<file path="src/rtl/bus_arbiter_4way_if.sv">
// ---------------------------------------------------------------------------
// bus_arbiter_4way_if
// Handshake bundle between the four bus sources and the 4-way arbiter.
//   req  [3:0] : level request from each source, held high for the transfer
//   gnt  [3:0] : one-hot grant, all-zero when the bus is idle
//   sel  [1:0] : binary index of the current owner (mux select)
//   busy       : high while any grant is active (mux output qualifier)
// Modports:
//   master : arbiter side, drives gnt/sel/busy and samples req
//   slave  : source/mux side, drives req and observes gnt/sel/busy
// ---------------------------------------------------------------------------
interface bus_arbiter_4way_if;
  logic [3:0] req;
  logic [3:0] gnt;
  logic [1:0] sel;
  logic       busy;

  modport master (input req, output gnt, output sel, output busy);
  modport slave  (output req, input gnt, input sel, input busy);
endinterface

</file>
<file path="src/rtl/bus_arbiter_4way.sv">
// ---------------------------------------------------------------------------
// bus_arbiter_4way
// Round-robin arbiter for the four-source shared bus. The owner keeps the
// bus while it requests; when it drops its request the next requester is
// granted on the same edge (no dead cycle). All outputs are registered.
//
// Parameters:
//   MAX_HOLD : max consecutive granted cycles while others wait (2..256),
//              only meaningful when ARB_HOLD_LIMIT_EN is defined.
// Ports:
//   clk  : system clock, rising-edge
//   rst  : asynchronous active-high reset
//   bus  : bus_arbiter_4way_if.master (req in; gnt, sel, busy out)
// Build option:
//   ARB_HOLD_LIMIT_EN : when defined, a hold counter preempts an owner after
//                       MAX_HOLD cycles if any other source is requesting.
// ---------------------------------------------------------------------------
module bus_arbiter_4way #(
  parameter int unsigned MAX_HOLD = 8
) (
  input  logic                  clk,
  input  logic                  rst,
  bus_arbiter_4way_if.master    bus
);

  typedef enum logic {
    IDLE = 1'b0,
    OWN  = 1'b1
  } state_e;

  // Reject out-of-range configurations at elaboration time.
  if ((MAX_HOLD < 2) || (MAX_HOLD > 256)) begin : g_bad_max_hold
    $error("bus_arbiter_4way: MAX_HOLD must be in 2..256");
  end

  state_e     state_q, state_d;
  logic [3:0] gnt_q, gnt_d;
  logic [1:0] sel_q, sel_d;
  logic       busy_q, busy_d;
  logic [1:0] ptr_q, ptr_d;

  logic [3:0] others_s;
  logic [2:0] win_all_s;
  logic [2:0] win_oth_s;
  logic       grant_s;
  logic [1:0] win_s;

`ifdef ARB_HOLD_LIMIT_EN
  localparam int unsigned CNT_W = $clog2(MAX_HOLD);
  localparam logic [CNT_W-1:0] CNT_MAX = CNT_W'(MAX_HOLD - 1);
  logic [CNT_W-1:0] cnt_q, cnt_d;
`endif

  // Round-robin search starting at p: returns {found, index}. Scanning the
  // offsets downwards lets the smallest offset from p overwrite the result.
  function automatic logic [2:0] rr_search(input logic [3:0] r, input logic [1:0] p);
    logic [2:0] res;
    logic [1:0] idx;
    res = 3'b000;
    for (int k = 3; k >= 0; k--) begin
      idx = p + 2'(k);
      if (r[idx]) begin
        res = {1'b1, idx};
      end else begin
        res = res;
      end
    end
    return res;
  endfunction

  // Next-state and next-output computation for the arbiter FSM.
  always_comb begin
    state_d = state_q;
    gnt_d   = gnt_q;
    sel_d   = sel_q;
    busy_d  = busy_q;
    ptr_d   = ptr_q;
`ifdef ARB_HOLD_LIMIT_EN
    cnt_d   = cnt_q;
`endif
    grant_s = 1'b0;
    win_s   = 2'b00;

    // In OWN, gnt_q is one-hot of the owner, so this masks the owner out.
    others_s  = bus.req & ~gnt_q;
    win_all_s = rr_search(bus.req, ptr_q);
    win_oth_s = rr_search(others_s, ptr_q);

    case (state_q)
      IDLE: begin
        if (win_all_s[2]) begin
          grant_s = 1'b1;
          win_s   = win_all_s[1:0];
        end else begin
          state_d = IDLE;
        end
      end
      OWN: begin
        if (!bus.req[sel_q]) begin
          if (win_oth_s[2]) begin
            // Direct handover, no idle cycle between owners.
            grant_s = 1'b1;
            win_s   = win_oth_s[1:0];
          end else begin
            state_d = IDLE;
            gnt_d   = 4'b0000;
            busy_d  = 1'b0;
          end
        end else begin
`ifdef ARB_HOLD_LIMIT_EN
          if (cnt_q == CNT_MAX) begin
            // Forced release only under contention; otherwise saturate.
            if (win_oth_s[2]) begin
              grant_s = 1'b1;
              win_s   = win_oth_s[1:0];
            end else begin
              cnt_d = cnt_q;
            end
          end else begin
            cnt_d = cnt_q + CNT_W'(1);
          end
`else
          state_d = OWN;
`endif
        end
      end
      default: begin
        state_d = IDLE;
        gnt_d   = 4'b0000;
        busy_d  = 1'b0;
      end
    endcase

    if (grant_s) begin
      state_d = OWN;
      gnt_d   = 4'b0001 << win_s;
      sel_d   = win_s;
      busy_d  = 1'b1;
      ptr_d   = win_s + 2'd1;
`ifdef ARB_HOLD_LIMIT_EN
      cnt_d   = '0;
`endif
    end else begin
      ptr_d = ptr_q;
    end
  end

  // State, pointer and registered outputs with asynchronous reset.
  always_ff @(posedge clk or posedge rst) begin
    if (rst) begin
      state_q <= IDLE;
      gnt_q   <= 4'b0000;
      sel_q   <= 2'b00;
      busy_q  <= 1'b0;
      ptr_q   <= 2'b00;
`ifdef ARB_HOLD_LIMIT_EN
      cnt_q   <= '0;
`endif
    end else begin
      state_q <= state_d;
      gnt_q   <= gnt_d;
      sel_q   <= sel_d;
      busy_q  <= busy_d;
      ptr_q   <= ptr_d;
`ifdef ARB_HOLD_LIMIT_EN
      cnt_q   <= cnt_d;
`endif
    end
  end

  assign bus.gnt  = gnt_q;
  assign bus.sel  = sel_q;
  assign bus.busy = busy_q;

endmodule

</file>
<file path="src/flat_wrapper.sv">
// flat-port wrapper written by rule: the top's interface ports become plain ports
module bus_arbiter_4way_flat 
#(
  parameter int unsigned MAX_HOLD = 8
)
  (clk, rst, bus_req, bus_gnt, bus_sel, bus_busy);
  bus_arbiter_4way_if bus_i ();
  input  logic clk;
  input  logic rst;
  input wire logic [$bits(bus_i.req)-1:0] bus_req;
  output wire logic [$bits(bus_i.gnt)-1:0] bus_gnt;
  output wire logic [$bits(bus_i.sel)-1:0] bus_sel;
  output wire logic [$bits(bus_i.busy)-1:0] bus_busy;
  assign bus_i.req = bus_req;
  assign bus_gnt = bus_i.gnt;
  assign bus_sel = bus_i.sel;
  assign bus_busy = bus_i.busy;
  bus_arbiter_4way #(.MAX_HOLD(MAX_HOLD)) u_core (.clk(clk), .rst(rst), .bus(bus_i));
endmodule
</file>
<file path="config.mk">
export PLATFORM = sky130hd
export DESIGN_NAME = bus_arbiter_4way_flat
export DESIGN_NICKNAME = d
export VERILOG_FILES = /design/src/rtl/bus_arbiter_4way_if.sv /design/src/rtl/bus_arbiter_4way.sv /design/src/flat_wrapper.sv
export SDC_FILE = /design/constraint.sdc
export NUM_CORES = 1
export LEC_CHECK = 0
export CAP_MARGIN = 30
export CORE_MARGIN = 2
export CORE_UTILIZATION = 35
export CTS_CLUSTER_SIZE = 25
export DETAILED_ROUTE_END_ITERATION = 6
export GPL_TIMING_DRIVEN = 0
export PLACE_DENSITY = 0.57
export SLEW_MARGIN = 20
export SYNTH_ARGS = -nofsm -noshare
export SYNTH_HDL_FRONTEND = slang
export SYNTH_SLANG_ARGS = --single-unit
</file>
<file path="constraint.sdc">
create_clock -name clk -period 2.5 [get_ports clk]
set_input_delay 0.25 -clock clk [delete_from_list [all_inputs] [get_ports clk]]
set_output_delay 0.25 -clock clk [all_outputs]
set_load 0.005 [all_outputs]
</file>
After elaboration in Yosys (flattened, before gate mapping)
Cells that the tools add are included.
{"block": "word_totals", "register_bits": 10, "latchBits": 0, "mem_bits_rw": 0, "romBits": 0, "inputBits": 6, "output_inout_bits": 7, "word_cells": 67, "n_memories": 0}
{"block": "classes", "n_addsub": 4, "n_mul": 0, "div_mod_pow": 0, "order_cmp": 5, "n_eq_ne": 2, "shift": 1, "mux": 45, "bitwise": 3, "reduce_logical": 2}
{"cell": "3-bit two-way mux", "n": 8}
{"cell": "1-bit binary-select mux with 2-bit select", "n": 9}
{"cell": "1-bit two-way mux", "n": 18}
{"cell": "4-bit two-way mux", "n": 4}
{"cell": "2-bit by 3-bit < comparator with 1-bit output (second input constant)", "n": 5}
{"cell": "2-bit two-way mux", "n": 3}
{"cell": "2-bit by 1-bit adder with 2-bit output (second input constant)", "n": 2}
{"cell": "2-bit adder (second input constant)", "n": 2}
{"cell": "4-bit AND", "n": 1}
{"cell": "4-bit inverter", "n": 1}
{"cell": "1-bit case mux with 2 select lines", "n": 2}
{"cell": "2-bit case mux with 2 select lines", "n": 1}
{"cell": "1-bit by 2-bit << shifter with 4-bit output (first input constant)", "n": 1}
{"cell": "3-bit AND reduction", "n": 1}
{"cell": "2-bit by 1-bit != test with 1-bit output (second input constant)", "n": 1}
{"cell": "2-bit != test (second input constant)", "n": 1}
{"cell": "2-bit nonzero test", "n": 1}
{"cell": "1-bit inverter", "n": 1}

Logic depth before layout (Yosys ltp)
{"block": "logic_depth", "word_depth": 13, "mapped_depth": 8, "depth_no_buf": 7}

Worst setup path before layout
OpenSTA, ideal clock, no wires.
{"block": "synth_timing", "path_type": "register -> register", "startpoint": "register u_core.sel_q[1], in the netlist u_core.bus.sel[1]", "endpoint": "register u_core.ptr_q[0]", "setup_ns": 0.125, "arrival_time_ns": 1.639, "required_ns": 2.375, "slack_ns": 0.736, "path_stages_with_launch": 6, "n_path_buf": 1, "period_less_slack_ns": 1.764, "cell_sequence": "dfrtp_1 > mux4_2 > nor2_8 > a21o_2 > buf_6 > mux2_4"}
{"block": "synth_between", "elab_chain_len": 5, "word_cells_on_any_way": 7, "classes_between": "1 x add/sub; 6 x mux"}
{"element": "start: declaration", "line": "bus_arbiter_4way.sv:38", "rtl": "logic [1:0] sel_q, sel_d;"}
{"element": "start signal: assignment", "line": "bus_arbiter_4way.sv:162", "rtl": "sel_q <= sel_d;"}
{"element": "1-bit binary-select mux with 2-bit select *", "line": "bus_arbiter_4way.sv:99", "rtl": "if (!bus.req[sel_q]) begin"}
{"element": "1-bit two-way mux (implied by the code) *", "line": "bus_arbiter_4way.sv:99"}
{"element": "2-bit two-way mux", "line": "bus_arbiter_4way.sv:99"}
{"element": "2-bit case mux with 2 select lines", "line": "bus_arbiter_4way.sv:89", "rtl": "case (state_q)"}
{"element": "2-bit by 1-bit adder with 2-bit output", "line": "bus_arbiter_4way.sv:139", "rtl": "ptr_d = win_s + 2'd1;"}
{"element": "end signal: assignment", "line": "bus_arbiter_4way.sv:164", "rtl": "ptr_q <= ptr_d;"}
{"element": "end: declaration", "line": "bus_arbiter_4way.sv:40", "rtl": "logic [1:0] ptr_q, ptr_d;"}
Every way passes the cells marked *; elsewhere a longest branch is shown, timed or not. The select of a mux whose other input is x is not followed.
A chain may end at the register's enable or synchronous reset.

Final worst setup path
{"block": "layout_timing", "startpoint": "input bus_req[0]", "endpoint": "register u_core.gnt_q[1], in the netlist u_core.bus.gnt[1]"}
{"block": "layout_between", "elab_chain_len": 12, "word_cells_on_any_way": 41, "classes_between": "2 x eq/ne; 1 x shift; 35 x mux; 1 x bitwise; 2 x reduce/logical"}
{"element": "start: declaration", "line": "flat_wrapper.sv:10", "rtl": "input wire logic [$bits(bus_i.req)-1:0] bus_req;"}
{"element": "4-bit AND", "line": "bus_arbiter_4way.sv:85", "rtl": "others_s = bus.req & ~gnt_q;"}
{"element": "1-bit binary-select mux with 2-bit select", "line": "bus_arbiter_4way.sv:62", "rtl": "if (r[idx]) begin"}
{"element": "1-bit two-way mux (implied by the code)", "line": "bus_arbiter_4way.sv:62"}
{"element": "3-bit two-way mux (4 in series)", "line": "bus_arbiter_4way.sv:62"}
{"element": "2-bit two-way mux", "line": "bus_arbiter_4way.sv:100", "rtl": "if (win_oth_s[2]) begin"}
{"element": "2-bit two-way mux", "line": "bus_arbiter_4way.sv:99"}
{"element": "2-bit case mux with 2 select lines *", "line": "bus_arbiter_4way.sv:89"}
{"element": "via u_core.win_s[0]", "line": "bus_arbiter_4way.sv:46", "rtl": "logic [1:0] win_s;"}
{"element": "1-bit by 2-bit << shifter with 4-bit output *", "line": "bus_arbiter_4way.sv:136", "rtl": "gnt_d = 4'b0001 << win_s;"}
{"element": "4-bit two-way mux *", "line": "bus_arbiter_4way.sv:134", "rtl": "if (grant_s) begin"}
{"element": "end signal: assignment", "line": "bus_arbiter_4way.sv:161", "rtl": "gnt_q <= gnt_d;"}
{"element": "end: declaration", "line": "bus_arbiter_4way.sv:37", "rtl": "logic [3:0] gnt_q, gnt_d;"}
The timed path passes the listed nets; every way through them passes the cells marked *. The select of a mux whose other input is x is not followed.

==> flow_summary_export.csv <==
group,metric,value,unit
finish,fin_util,45.5,%
pwr,p_int,0.633,mW
detailed_routing,ant_nets,0,
yosys,ys_seq_area_share,36.3,%
yosys,yosysWarnings,0,
yosys,avgSynthCellArea,9.99,sq um
sta,min_period_over_period,84.9,%
placed_design,place_congestion,0.803,
critical_path,critical_path.cell_chain,"clkdlybuf4s50_1, or2b_2, mux2i_1, a21oi_1, a41oi_4, inv_1, ha_1, a22o_1",
sta,max-slew-margin-rel,68.6,%
detailed_routing,first_iter_violations,8,
floorplan,core_region_area,1900,sq um
floorplan,dieArea,2340,sq um
sta,final_hold_viol_count,0,
floorplan,initial_utilization,36.2,%
hold_path,hold_path_class,"input pin to async pin",
cts,cts.path.max_buffers,2,
grt,grt_pass1_vias,550,
pwr,comb_power_share,62.7,%
sta,max_slew.worst_pin.slew,0.466,ns
critical_path,crit_slowest_cell,"clkdlybuf4s50_1",
yosys,syn_area,689,sq um
pwr,leakage,0.371,nW
sta,grt_setup_unrepaired,"false",
yosys,synthFlopType,"dfrtp_1",
detailed_routing,vias,557,
sta,finalSetupTns,0,ns
detailed_routing,remaining_drc_errors,0,
finish,area_delta_synth_final,25.6,%
yosys,synth_top_area_share,36.3,%
critical_path,path_max_fanout,8,
sta,fmax,471,MHz
yosys,synth_top_area_cell,"dfrtp_1",
pwr,ir_drop,0.000629,V
grt,grt_max_degree,11,
cts,post_cts_buffers,0,
pwr,power_density,1230,nW/um^2
critical_path,worst_ep_required_time,2.64,ns
sta,setup_ws,0.377,ns
yosys,synth_edf_count,0,
cts,cts_max_level,1,
pwr,power.total,1.07,mW
cts,ctsResizeCount,0,
cts,cts_sinks,10,
yosys,ys_top_cells_by_count,"dfrtp_1 (10), o21ai_0 (8), a21oi_1 (7), nor2_1 (7)",
yosys,ys_async_sr_fraction,100,%
run_status,outcome,"complete, no violations",
sta,setup_viol,0,
critical_path,arrival,2.27,ns
finish,diodes,0,
cts,cts_tree,"yes",
detailed_routing,post_drt_via_cell_ratio,5.02,
placed_design,dpl_cell_area,843,sq um
detailed_routing,dr.pass1.iters,4,
floorplan,die_height,48.4,microns
grt,grt_use_total,15.0,%
pwr,clock_power_share,10.1,%
job,cap_violations,0,
floorplan,die_w,48.4,microns
detailed_routing,wl_per_cell,13.5,microns
detailed_routing,wirelength,1.50,mm
critical_path,end_kind,"flop",
cts,cts-buffers-inserted,3,
yosys,synth_cell_types,25,
placed_design,dp_hpwl,1.12,mm
finish,nNetsFinal,94,
cts,clkLatencyLatePin,0.26,ns
sta,period_minus_slack,2.12,ns
yosys,synth_area_leaders,"dfrtp_1 (36%), a41oi_4 (8.0%), o21ai_0 (5.8%)",
sta,finClkSkew,0.00117,ns
pwr,pwr-share-seq,27.2,%
pwr,swShare,40.6,%
floorplan,fp-row-count,16,
yosys,ys_seq_elements,10,
floorplan,ios,13,
grt,grt_pass1_wl,2.70,mm
yosys,synth_most_common_cell,"dfrtp_1",
critical_path,crit_type,"input pin to flop",
critical_path,slowest_delay,0.64,ns
finish,drive_above_1_share,15.5,%
grt,antenna_found_initial,0,
cts,hold_buffers,0,
cts,path_clk_slew,0.06,ns
finish,postLayoutCellArea,866,sq um
critical_path,worst_setup_path_start_kind,"input pin",
grt,gr-total-overflow,0,
placed_design,pre_cts_ws,0.101,ns
cts,root_buffer,"clkbuf_4",
yosys,synthCells,69,
pwr,switching_power,0.433,mW
placed_design,portBuffers,12,
yosys,syn-num-nets,77,
sta,slew_viol_final,0,
kinds of logic after synthesis:
| kind of cell | share of synthesized area, % |
|---|---|
| DFF | 36.3 |
| AOI/OAI and AO/OA | 26.9 |
| muxes | 8.35 |
| and+or+nand+nor | 19.2 |
| adders and majority gates | 3.63 |
| buffers and inverters | 5.63 |
sequential cells by signal (all words and copies together) (netlist names):
register,count
u_core.state_q,1
u_core.bus.sel,2
u_core.bus.busy,1
u_core.bus.gnt,4
u_core.ptr_q,2
cell usage in the layout (no fill, tap or decap), drive strengths merged:
cell and count:
ha 2, nand4 1, nand3b 1, nand2b 6, clkbuf 3, dfrtp 10
inv 6, nor4 2, mux2 1, mux4 1, a32o 1, buf 2
clkdlybuf4s50 12, a21o 1, nor2 8, o21ai 8, nor2b 1, o21a 1
a21oi 7, a41oi 2, mux2i 2, o221a 1, nand2 2, a22o 2
or2b 1
critical path, delay by kind of cell:
family | cells | cell delay (ns)
buf+inv | 2 | 0.71
mux | 1 | 0.13
fa+ha+maj | 1 | 0.18
compound gates | 3 | 0.64
simple gates | 1 | 0.35
layer usage:
metal	global-route usage [%]	share of wire, %
met4	7.14	1.1
met1	22.0	52
met3	2.47	2.5
met5	0	0
met2	21.5	44
final cells by class:
cell class	instances	area [sq um]
Sequential cell	10	250
Fill cell	199	1040
Multi-Input combinational cell	51	400
Timing Repair Buffer	12	120
Clock buffer	3	22.5
Buffer	2	16.3
Inverter	6	22.5
Tap cell	27	33.8
metrics by stage:
step / cells / hold WS, ns
floorplan: 69 / 0.0902
global placement: 108 / 0.503
detailed placement: 108 / 0.512
CTS: 111 / 0.283
global route: 111 / 0.299
finish: 111 / 0.271
power groups by stage:
stage	sequential, mW	clock, mW	combinational (mW)
3_3_place_gp	0.292	0	0.669
6_report	0.290	0.107	0.669
4_1_cts	0.291	0.113	0.680
5_1_grt	0.301	0.122	0.749
3_5_place_dp	0.293	0	0.677
2_1_floorplan	0.285	0	0.488
final timing paths:
path / slack [ns] / start / to / cells past startpoint
max: 0.38 / bus_req[0] / u_core.bus.gnt[1]$_DFFE_PP0P_ / 8
min: 0.27 / rst / u_core.bus.busy$_DFFE_PP0P_ / 2
max reg2reg: 0.64 / u_core.ptr_q[1]$_DFFE_PP0P_ / u_core.bus.gnt[2]$_DFFE_PP0P_ / 8
min reg2reg: 0.53 / u_core.bus.gnt[3]$_DFFE_PP0P_ / u_core.bus.gnt[3]$_DFFE_PP0P_ / 2
max in group asynchronous: 1.95 / rst / u_core.bus.gnt[3]$_DFFE_PP0P_ / 2
min in group clk: 0.53 / u_core.bus.gnt[3]$_DFFE_PP0P_ / u_core.bus.gnt[3]$_DFFE_PP0P_ / 2
Power figures use the tool's default switching activity.
